**src/rtl/pipe_ctrl_pkg.sv**
```systemverilog
// Shared definitions for the pipeline controller: opcode constants, the
// per-instruction control bundle and the forwarding select encoding.
package pipe_ctrl_pkg;

    localparam logic [6:0] OP_R    = 7'b0110011;
    localparam logic [6:0] OP_I    = 7'b0010011;
    localparam logic [6:0] OP_LW   = 7'b0000011;
    localparam logic [6:0] OP_SW   = 7'b0100011;
    localparam logic [6:0] OP_BR   = 7'b1100011;
    localparam logic [6:0] OP_LUI  = 7'b0110111;
    localparam logic [6:0] OP_JAL  = 7'b1101111;
    localparam logic [6:0] OP_JALR = 7'b1100111;

    // Every control bit an instruction carries down the pipe
    typedef struct packed {
        logic       alusrc;
        logic [1:0] aluop;
        logic       branch;
        logic       jalsel;
        logic       jalrsel;
        logic       memread;
        logic       memwrite;
        logic       regwrite;
        logic       memtoreg;
    } ctrl_t;

    localparam ctrl_t CTRL_NOP = '0;

    // Operand source select presented to the EX stage
    typedef enum logic [1:0] {
        FWD_NONE = 2'b00,
        FWD_WB   = 2'b01,
        FWD_MEM  = 2'b10
    } fwd_sel_e;

endpackage

```
**src/rtl/ctrl_decode.sv**
```systemverilog
// Combinational opcode decoder: control bundle, legality and which source
// registers the instruction actually reads.
module ctrl_decode
    import pipe_ctrl_pkg::*;
(
    input  logic [6:0] opcode_i,
    output ctrl_t      ctrl_o,
    output logic       legal_o,
    output logic       use_rs1_o,
    output logic       use_rs2_o
);

    logic is_r, is_i, is_lw, is_sw, is_br, is_lui, is_jal, is_jalr;

    // Opcode match and control equations; illegal opcodes yield all-zero controls
    always_comb begin
        is_r    = (opcode_i == OP_R);
        is_i    = (opcode_i == OP_I);
        is_lw   = (opcode_i == OP_LW);
        is_sw   = (opcode_i == OP_SW);
        is_br   = (opcode_i == OP_BR);
        is_lui  = (opcode_i == OP_LUI);
        is_jal  = (opcode_i == OP_JAL);
        is_jalr = (opcode_i == OP_JALR);

        legal_o = is_r | is_i | is_lw | is_sw | is_br | is_lui | is_jal | is_jalr;

        ctrl_o          = CTRL_NOP;
        ctrl_o.alusrc   = is_lw | is_sw | is_i | is_lui;
        ctrl_o.memtoreg = is_lw;
        ctrl_o.memread  = is_lw;
        ctrl_o.memwrite = is_sw;
        ctrl_o.regwrite = is_r | is_lw | is_i | is_lui | is_jal | is_jalr;
        ctrl_o.aluop[0] = is_br | is_lui | is_jal | is_jalr;
        ctrl_o.aluop[1] = is_r | is_i | is_lui;
        ctrl_o.branch   = is_br | is_jal | is_jalr;
        ctrl_o.jalsel   = is_jal | is_jalr;
        ctrl_o.jalrsel  = is_jalr;

        // LUI and JAL carry no rs1; only R, SW and BR read rs2
        use_rs1_o = legal_o & ~is_lui & ~is_jal;
        use_rs2_o = is_r | is_sw | is_br;
    end

endmodule

```
**src/rtl/pipe_controller.sv**
```systemverilog
// Pipeline controller for a 5-stage in-order core: decodes the ID
// instruction, carries its controls through ID/EX, EX/MEM and MEM/WB,
// detects data hazards, squashes IF/ID on taken branches and counts stalls.
// Build option PIPE_CTRL_FWD_EN: with it, EX operands are forwarded from MEM/WB
// and only load-use stalls; without it, any RAW dependence on EX or MEM stalls.
module pipe_controller
    import pipe_ctrl_pkg::*;
#(
    parameter int REG_AW = 5,
    parameter int CNT_W  = 16
) (
    input  logic              clk,
    input  logic              rst_n,
    input  logic              id_valid,
    input  logic [6:0]        id_opcode,
    input  logic [REG_AW-1:0] id_rs1,
    input  logic [REG_AW-1:0] id_rs2,
    input  logic [REG_AW-1:0] id_rd,
    input  logic              ex_branch_taken,
    output logic              stall,
    output logic              flush_ifid,
    output logic              ex_valid,
    output logic              ex_alusrc,
    output logic [1:0]        ex_aluop,
    output logic              ex_branch,
    output logic              ex_jalsel,
    output logic              ex_jalrsel,
    output logic              mem_valid,
    output logic              mem_memread,
    output logic              mem_memwrite,
    output logic              wb_valid,
    output logic              wb_regwrite,
    output logic              wb_memtoreg,
    output logic [REG_AW-1:0] ex_rd,
    output logic [REG_AW-1:0] mem_rd,
    output logic [REG_AW-1:0] wb_rd,
    output logic [1:0]        fwd_a,
    output logic [1:0]        fwd_b,
    output logic              illegal_op,
    output logic [CNT_W-1:0]  stall_count
);

    ctrl_t dec_ctrl;
    logic  dec_legal, dec_use_rs1, dec_use_rs2;

    ctrl_decode u_decode (
        .opcode_i  (id_opcode),
        .ctrl_o    (dec_ctrl),
        .legal_o   (dec_legal),
        .use_rs1_o (dec_use_rs1),
        .use_rs2_o (dec_use_rs2)
    );

    // ID/EX
    logic              ex_valid_q, ex_valid_d;
    ctrl_t             ex_ctrl_q, ex_ctrl_d;
    logic [REG_AW-1:0] ex_rd_q, ex_rd_d;
`ifdef PIPE_CTRL_FWD_EN
    logic [REG_AW-1:0] ex_rs1_q, ex_rs1_d;
    logic [REG_AW-1:0] ex_rs2_q, ex_rs2_d;
`endif
    // EX/MEM
    logic              mem_valid_q, mem_memread_q, mem_memwrite_q;
    logic              mem_regwrite_q, mem_memtoreg_q;
    logic [REG_AW-1:0] mem_rd_q;
    // MEM/WB
    logic              wb_valid_q, wb_regwrite_q, wb_memtoreg_q;
    logic [REG_AW-1:0] wb_rd_q;

    logic [CNT_W-1:0]  stall_cnt_q, stall_cnt_d;

    logic     id_live, need_rs1, need_rs2;
    logic     hazard_c, flush_c, stall_c, ex_bubble;
    fwd_sel_e fwd_a_c, fwd_b_c;

    // Hazard, flush and forwarding decisions for the current cycle
    always_comb begin
        id_live  = id_valid & dec_legal;
        need_rs1 = id_live & dec_use_rs1;
        need_rs2 = id_live & dec_use_rs2;
        flush_c  = ex_valid_q & ex_ctrl_q.branch & ex_branch_taken;
        hazard_c = 1'b0;
        fwd_a_c  = FWD_NONE;
        fwd_b_c  = FWD_NONE;
`ifdef PIPE_CTRL_FWD_EN
        // Only a load in EX cannot be forwarded in time
        if (ex_valid_q && ex_ctrl_q.memread && (ex_rd_q != '0)) begin
            hazard_c = (need_rs1 && (ex_rd_q == id_rs1)) ||
                       (need_rs2 && (ex_rd_q == id_rs2));
        end
        // MEM is younger than WB, so it wins when both match
        if (mem_valid_q && mem_regwrite_q && (mem_rd_q != '0) && (mem_rd_q == ex_rs1_q))
            fwd_a_c = FWD_MEM;
        else if (wb_valid_q && wb_regwrite_q && (wb_rd_q != '0) && (wb_rd_q == ex_rs1_q))
            fwd_a_c = FWD_WB;
        if (mem_valid_q && mem_regwrite_q && (mem_rd_q != '0) && (mem_rd_q == ex_rs2_q))
            fwd_b_c = FWD_MEM;
        else if (wb_valid_q && wb_regwrite_q && (wb_rd_q != '0) && (wb_rd_q == ex_rs2_q))
            fwd_b_c = FWD_WB;
`else
        // No bypass: wait until the producer reaches WB (write-through regfile)
        if (ex_valid_q && ex_ctrl_q.regwrite && (ex_rd_q != '0)) begin
            hazard_c = (need_rs1 && (ex_rd_q == id_rs1)) ||
                       (need_rs2 && (ex_rd_q == id_rs2));
        end
        if (mem_valid_q && mem_regwrite_q && (mem_rd_q != '0)) begin
            hazard_c = hazard_c ||
                       (need_rs1 && (mem_rd_q == id_rs1)) ||
                       (need_rs2 && (mem_rd_q == id_rs2));
        end
`endif
        // A taken branch discards the ID instruction, so stalling it is moot
        stall_c = hazard_c & ~flush_c;
    end

    // ID/EX next state: bubble on stall, flush, empty or illegal ID slot
    always_comb begin
        ex_bubble  = stall_c | flush_c | ~id_live;
        ex_valid_d = ~ex_bubble;
        ex_ctrl_d  = ex_bubble ? CTRL_NOP : dec_ctrl;
        ex_rd_d    = ex_bubble ? '0 : id_rd;
`ifdef PIPE_CTRL_FWD_EN
        // Unused operands are stored as x0 so they never select a bypass
        ex_rs1_d   = (ex_bubble || !dec_use_rs1) ? '0 : id_rs1;
        ex_rs2_d   = (ex_bubble || !dec_use_rs2) ? '0 : id_rs2;
`endif
        stall_cnt_d = (stall_c && (stall_cnt_q != '1)) ? stall_cnt_q + CNT_W'(1)
                                                       : stall_cnt_q;
    end

    // Stage registers advance every cycle regardless of stall
    always_ff @(posedge clk or negedge rst_n) begin
        if (!rst_n) begin
            ex_valid_q     <= 1'b0;
            ex_ctrl_q      <= CTRL_NOP;
            ex_rd_q        <= '0;
`ifdef PIPE_CTRL_FWD_EN
            ex_rs1_q       <= '0;
            ex_rs2_q       <= '0;
`endif
            mem_valid_q    <= 1'b0;
            mem_memread_q  <= 1'b0;
            mem_memwrite_q <= 1'b0;
            mem_regwrite_q <= 1'b0;
            mem_memtoreg_q <= 1'b0;
            mem_rd_q       <= '0;
            wb_valid_q     <= 1'b0;
            wb_regwrite_q  <= 1'b0;
            wb_memtoreg_q  <= 1'b0;
            wb_rd_q        <= '0;
        end else begin
            ex_valid_q     <= ex_valid_d;
            ex_ctrl_q      <= ex_ctrl_d;
            ex_rd_q        <= ex_rd_d;
`ifdef PIPE_CTRL_FWD_EN
            ex_rs1_q       <= ex_rs1_d;
            ex_rs2_q       <= ex_rs2_d;
`endif
            mem_valid_q    <= ex_valid_q;
            mem_memread_q  <= ex_ctrl_q.memread;
            mem_memwrite_q <= ex_ctrl_q.memwrite;
            mem_regwrite_q <= ex_ctrl_q.regwrite;
            mem_memtoreg_q <= ex_ctrl_q.memtoreg;
            mem_rd_q       <= ex_rd_q;
            wb_valid_q     <= mem_valid_q;
            wb_regwrite_q  <= mem_regwrite_q;
            wb_memtoreg_q  <= mem_memtoreg_q;
            wb_rd_q        <= mem_rd_q;
        end
    end

    // Saturating stall-cycle counter
    always_ff @(posedge clk or negedge rst_n) begin
        if (!rst_n) begin
            stall_cnt_q <= '0;
        end else begin
            stall_cnt_q <= stall_cnt_d;
        end
    end

    assign stall        = stall_c;
    assign flush_ifid   = flush_c;
    assign illegal_op   = id_valid & ~dec_legal;
    assign ex_valid     = ex_valid_q;
    assign ex_alusrc    = ex_ctrl_q.alusrc;
    assign ex_aluop     = ex_ctrl_q.aluop;
    assign ex_branch    = ex_ctrl_q.branch;
    assign ex_jalsel    = ex_ctrl_q.jalsel;
    assign ex_jalrsel   = ex_ctrl_q.jalrsel;
    assign ex_rd        = ex_rd_q;
    assign mem_valid    = mem_valid_q;
    assign mem_memread  = mem_memread_q;
    assign mem_memwrite = mem_memwrite_q;
    assign mem_rd       = mem_rd_q;
    assign wb_valid     = wb_valid_q;
    assign wb_regwrite  = wb_regwrite_q;
    assign wb_memtoreg  = wb_memtoreg_q;
    assign wb_rd        = wb_rd_q;
    assign fwd_a        = fwd_a_c;
    assign fwd_b        = fwd_b_c;
    assign stall_count  = stall_cnt_q;

endmodule

```
**config.mk**
```make
export PLATFORM = sky130hd
export DESIGN_NAME = pipe_controller
export DESIGN_NICKNAME = d
export VERILOG_FILES = /design/src/rtl/pipe_ctrl_pkg.sv /design/src/rtl/ctrl_decode.sv /design/src/rtl/pipe_controller.sv
export SDC_FILE = /design/constraint.sdc
export NUM_CORES = 1
export LEC_CHECK = 0
export ABC_AREA = 1
export BUFFER_PORTS_ARGS = -buffer_cell sky130_fd_sc_hd__buf_2
export CAP_MARGIN = 20
export CORE_ASPECT_RATIO = 1.1
export CORE_MARGIN = 2
export CORE_UTILIZATION = 55
export DETAILED_ROUTE_END_ITERATION = 8
export GPL_TIMING_DRIVEN = 0
export PLACE_DENSITY_LB_ADDON = 0.3
export SYNTH_ARGS = -nofsm -noshare
export SYNTH_HDL_FRONTEND = slang
export SYNTH_SLANG_ARGS = --single-unit
```
**constraint.sdc**
```tcl
create_clock -name clk -period 3.1 [get_ports clk]
set_input_delay 0.31 -clock clk [delete_from_list [all_inputs] [get_ports clk]]
set_output_delay 0.31 -clock clk [all_outputs]
set_load 0.02 [all_outputs]
```
; After elaboration in Yosys (flattened, before gate mapping)
; Index checks and enable logic that the tools add are counted.
[totals]
regBits = 50
wordCells = 95
[op_classes]
addsub = 1
n_eq_ne = 13
n_mux = 4
bitwise_logic = 41
n_reduce_logical = 14
[op_table]
columns = cell, n
row1 = bitwise OR 1 bit, 26
row2 = == test 7 x 6 -> 1 bit (second input constant), 3
row3 = == test 7 bit (second input constant), 3
row4 = == test 5 bit, 4
row5 = adder 16 x 1 -> 16 bit (second input constant), 1
row6 = != test 16 bit (second input constant), 1
row7 = 2-to-1 mux 10 bit, 1
row8 = nonzero test 5 bit, 2
row9 = AND 1 bit, 9
row10 = logical AND 1 bit, 9
row11 = == test 7 x 2 -> 1 bit (second input constant), 1
row12 = == test 7 x 5 -> 1 bit (second input constant), 1
row13 = inverter 1 bit, 6
row14 = 2-to-1 mux 5 bit, 1
row15 = logical OR 1 bit, 3
row16 = 2-to-1 mux 1 bit, 2

; Logic depth before layout (Yosys ltp)
[depth]
word_depth = 21
ltp_mapped = 14
depth_no_buf = 14

; By module
; A second synthesis with hierarchy kept.
[unflattened]
cells_unflattened = 359
hier_area_um2 = 2748.9
[modules_own_cells]
columns = module, instances, cells_per_inst, area_each_um2, seq_area_each_um2
row1 = pipe_controller, 1, 314, 2489.9, 1251.2
row2 = ctrl_decode, 1, 45, 259.0, 0.0

; Worst setup path after synthesis
; Ideal clock, no wire load.
[synth_timing]
path_type = flip-flop to flip-flop
startpoint = register stall_cnt_q[0] (netlist: stall_count[0])
endpoint = register stall_cnt_q[1] (netlist: stall_count[1])
setup_ps = 128
arrival_time_ps = 1730
slack_ps = 1242
stages_incl_launch_ff = 7
n_path_buf = 0
path_cell_list = dfrtp_1 ha_1 nand3_1 nor3_1 nand4_1 nand3_4 mux2_1
[synth_between]
elab_chain_len = 2
[synth_lines]
columns = element, line
row1 = from (decl), pipe_controller.sv:70  ; logic [CNT_W-1:0] stall_cnt_q, stall_cnt_d;
row2 = from (signal assigned), pipe_controller.sv:177  ; stall_cnt_q <= stall_cnt_d;
row3 = "parallel branches: the longest is 2 deep, another holds adder 16 x 1 -> 16 bit", -
; Parallel ways; which one is timed is not known.
; A chain may end at the register's enable or synchronous reset.

; Final worst setup path
[layout_timing]
startpoint = register ex_rd_q[3] (netlist: ex_rd[3])
endpoint = output port stall
[layout_between]
elab_chain_len = 8
[layout_lines]
columns = element, line
row1 = from (decl), pipe_controller.sv:57  ; logic [REG_AW-1:0] ex_rd_q, ex_rd_d;
row2 = from (signal assigned), pipe_controller.sv:154  ; ex_rd_q <= ex_rd_d;
row3 = "== test 5 bit, on equally long branches", "pipe_controller.sv:103, pipe_controller.sv:104"
row4 = "logical AND 1 bit, on equally long branches", "pipe_controller.sv:103, pipe_controller.sv:104"
row5 = logical OR 1 bit, pipe_controller.sv:103  ; hazard_c = (need_rs1 && (ex_rd_q == id_rs1)) ||
row6 = 2-to-1 mux 1 bit (*), pipe_controller.sv:102  ; if (ex_valid_q && ex_ctrl_q.regwrite && (ex_rd_q != '0)) begin
row7 = logical OR 1 bit, pipe_controller.sv:107  ; hazard_c = hazard_c ||
row8 = logical OR 1 bit, pipe_controller.sv:108  ; (need_rs1 && (mem_rd_q == id_rs1)) ||
row9 = 2-to-1 mux 1 bit (*), pipe_controller.sv:106  ; if (mem_valid_q && mem_regwrite_q && (mem_rd_q != '0)) begin
row10 = AND 1 bit (*), pipe_controller.sv:113  ; stall_c = hazard_c & ~flush_c;
row11 = to (decl), pipe_controller.sv:20  ; output logic stall,
; Every way passes the cells marked *; elsewhere a longest branch is shown, timed or not.

==> metrics list <==
- Critical path fanouts, max: 5
- Remaining Overflow, GRT: 0
- Leakage component of the power: 1.76 nW
- For this design, the slowest cell found on the critical path is sky130_fd_sc_hd__dfrtp_1.
* Outcome: completed
- For this configuration, the core starts out at a cell density of 57.0%.
- Yosys instantiated no cell more often than sky130_fd_sc_hd__nand2_1.
- The worst-case IR drop observed on VDD is 0.263 mV.
- Timing would allow up to 460 MHz.
* Amount of wire on met2 after detailed routing: 2.78 mm
* PD cells: 388 nW/um^2
- The first global-routing pass estimated 8.96 mm of wire.
- By area the synthesized netlist is led by sky130_fd_sc_hd__dfrtp_1 (49%), sky130_fd_sc_hd__nand2_1 (12%), sky130_fd_sc_hd__inv_1 (6.4%).
* Endpoints failing hold: 0
- TritonCTS clock tree: yes
* Worst EP required: 2.79 ns
* Most numerous cell types in the synthesized netlist: sky130_fd_sc_hd__nand2_1 (79), sky130_fd_sc_hd__dfrtp_1 (48), sky130_fd_sc_hd__inv_1 (42), sky130_fd_sc_hd__nor2_1 (22)
- Worst-case setup slack after placement: 1.13 ns
* Number of register bits inferred by synthesis: 48
- Number of remaining DRC errors: 0
- The floorplan step defined a die boundary enclosing 5030 um^2.
- Setup repair after global routing left no endpoint under its margin.
* Utilization after layout: 70.4%
- Counting I/O delays and the setup requirement, the final critical path takes 2.18 ns.
- Smallest hold slack: 0.204 ns
- For the worst setup path, the data arrival time is 1.87 ns.
- Synthesis produced a netlist whose cell count is 293.
* Detailed-routing wirelength on met1: 2.26 mm
* Post-synth ARST share: 100%
- The area growth from synthesis to layout is 23.4%.
* IO Port Bufs: 72
- After floorplanning, the core was divided into 25 placement rows.
* GRT Total Usage: 23.5%
- Proportion of layout cells with a drive suffix above 1: 29.1%
- Mapped cell area: 2460 um^2
- Element type at the critical path start: flop
* Worst-case setup margin in the final layout: 0.924 ns
- The clock reaches the later pin of the worst-skew pair after 0.31 ns.
* Type of the worst min-delay path: input pin to flop
- The synthesized design devotes to its leading area cell type 48.8% of total area.
* Clk Tree Root Cell: sky130_fd_sc_hd__clkbuf_8
* Max-capacitance violation count: 0
- Number of instances in the placed design: 422
* Amount of wire on met3 after detailed routing: 253 um
* Largest area contributor in the netlist: sky130_fd_sc_hd__dfrtp_1
* Vias per Instance: 4.96
* Number of antenna-violating nets in the routed design: 0
- Sequential cell area: 1200 um^2
- TNS Setup: 0 ns
- Overall power consumption after layout is estimated at 1.18 mW.
* Overall via count from detail_route: 2142
- Number of warnings issued by yosys: 0
* Fill count: 343
* Count of placed standard cells in the final layout, fillers left out: 432
- CTS saw 48 sinks.
- 1st-pass router iterations: 4
* Initial antenna violation count: 0
- Count of flip-flops with a built-in enable after synthesis: 0
* Seq/Total Area, Yosys: 48.8%
- Vert. Die Dim: 74.2 um
* Number of nets in the finished design: 404
* Post-CTS clock slew at the launch and capture registers of the worst setup and hold paths: 0.08 ns
- Max Clock Skew: 0.0146 ns
- The detailed router used layers up to and including met4.
- The H-tree was split into 2 levels.
- Detailed-placement wirelength estimate: 4.08 mm
- Top-Level Pins: 77
- Counting the buffers created by CTS gives 5.
* Maximum count of clock buffers along a single path: 2
* Crit-path max cell delay: 0.45 ns
- Core Area: 4320 um^2
- In this run, distinct cell masters in the synthesized netlist total 33.
* Max-slew violations: 0
- Number of inserted diodes: 0
- Vias in the first global route: 2034
* Worst path most repeated cell: sky130_fd_sc_hd__nand2_1
- Area of the multi-input gates: 1030 um^2
* Average wire length per cell after detail routing: 12.4 um
* Setup Fix Bufs, Post-CTS: 0
* First DRT Iteration DRCs: 97
- Crit path cell chain: xnor2_1 > nand2_1 > nor2_1 > nand2_1 > nand2_1 > nand2_1 > a21oi_1 > buf_2
- STA classifies the critical path endpoint as an output port.
- The most used flip-flop cell after synthesis is sky130_fd_sc_hd__dfrtp_1.
* Ratio of final minimum period to clock period: 70.2%
- Final weighted congestion in routability-driven placement: 0.901
* Pin count of the biggest net entering global routing: 49
- DIE WIDTH: 67.8 um
- The worst setup path is of the flop to output port kind.
* Post-route cell area: 3040 um^2
* Post-Syn Area per Cell: 8.40 um^2
* Wirelength, routed: 5.37 mm
- Setup violations remaining at the end of the flow were counted as 0.
- Area after DPL: 2900 um^2
[routing by layer]
metal / vias up / track usage, %
met5: - / 0
met4: 0 / 9.33
met3: 7 / 4.54
met2: 53 / 40.0
met1: 1003 / 29.4
li1: 1079 / -
[cell families (layout without fill, tap and decap cells)]
kind of cell | after synthesis | after routing | share of synthesized area, %
AND/OR/NAND/NOR | 157 | 157 | 31.4
buffers and inverters | 56 | 138 | 9.86
flip-flops | 48 | 48 | 48.8
XOR/XNOR | 17 | 17 | 6.05
AO/OA/AOI/OAI | 12 | 12 | 2.80
adder cells (fa/ha/maj) | 1 | 1 | 0.508
other | 1 | 4 | 0.152
multiplexers | 1 | 1 | 0.458
[cell usage in the layout (no fill, tap or decap), types with 2 or more instances in the layout]
cell type                  instances
sky130_fd_sc_hd__nand2_1          79
sky130_fd_sc_hd__buf_2            73
sky130_fd_sc_hd__dfrtp_1          48
sky130_fd_sc_hd__inv_1            42
sky130_fd_sc_hd__nor2_1           22
sky130_fd_sc_hd__nand3_1          16
sky130_fd_sc_hd__nand4_1          16
sky130_fd_sc_hd__xnor2_1          12
sky130_fd_sc_hd__nor3_1            6
sky130_fd_sc_hd__buf_4             6
sky130_fd_sc_hd__inv_2             5
sky130_fd_sc_hd__xor2_1            5
sky130_fd_sc_hd__clkbuf_8          5
sky130_fd_sc_hd__o21ai_0           4
sky130_fd_sc_hd__a21oi_1           4
sky130_fd_sc_hd__conb_1            4
sky130_fd_sc_hd__nor2_4            3
sky130_fd_sc_hd__nand3_4           3
sky130_fd_sc_hd__nor2_2            3
sky130_fd_sc_hd__nor3_2            2
sky130_fd_sc_hd__nand2_2           2
sky130_fd_sc_hd__clkinv_2          2
[state kept, by name, indices dropped and copies added, names as in the netlist, 2 cells and up]
| name | count |
|---|---|
| ex_aluop | 2 |
| ex_ctrl_q | 3 |
| ex_rd | 5 |
| mem_rd | 5 |
| stall_count | 16 |
| wb_rd | 5 |
[final timing paths]
| check | start | depth (start not counted) | slack [ns] | end |
|---|---|---|---|---|
| max in group asynchronous | rst_n | 3 | 2.26 | ex_rd[0] |
| min in group asynchronous | rst_n | 2 | 0.37 | wb_rd[1] |
| hold reg to reg | ex_ctrl_q[2] | 0 | 0.36 | mem_memwrite |
| setup reg to reg | ex_rd[3] | 12 | 1.17 | stall_count[12] |
| hold / removal | id_rd[0] | 3 | 0.20 | ex_rd[0] |
| setup / recovery | ex_rd[3] | 8 | 0.92 | stall |
[area by class of cell]
| type | count | area share, % |
|---|---|---|
| buffer | 8 | 2.02 |
| clock buffer | 6 | 2.39 |
| clock inverter | 2 | 1.15 |
| inverter | 48 | 5.97 |
| multi-input combinational | 192 | 33.9 |
| sequential | 48 | 39.5 |
| tap | 54 | 2.22 |
| timing repair buffer | 74 | 12.9 |
[timing repair]
item,4_1_cts,5_1_grt
hold endpoints to repair,0,7
hold buffers,0,1
gates resized for setup,0,0
[report_power, final]
group	internal [mW]	switching, mW	total, mW
logic	0.0371	0.0611	0.0982
registers	0.629	0.00333	0.632
clock network	0.239	0.210	0.450
total	0.905	0.275	1.18
[critical path, delay by kind of cell, from the launching register on]
kind | cells | cell delay (ns)
and+or+nand+nor | 5 | 0.53
DFF | 1 | 0.45
buffers and inverters | 1 | 0.20
xor gates and xnor gates | 1 | 0.19
AOI/OAI and AO/OA | 1 | 0.19
(Power assumes the default switching activity.)
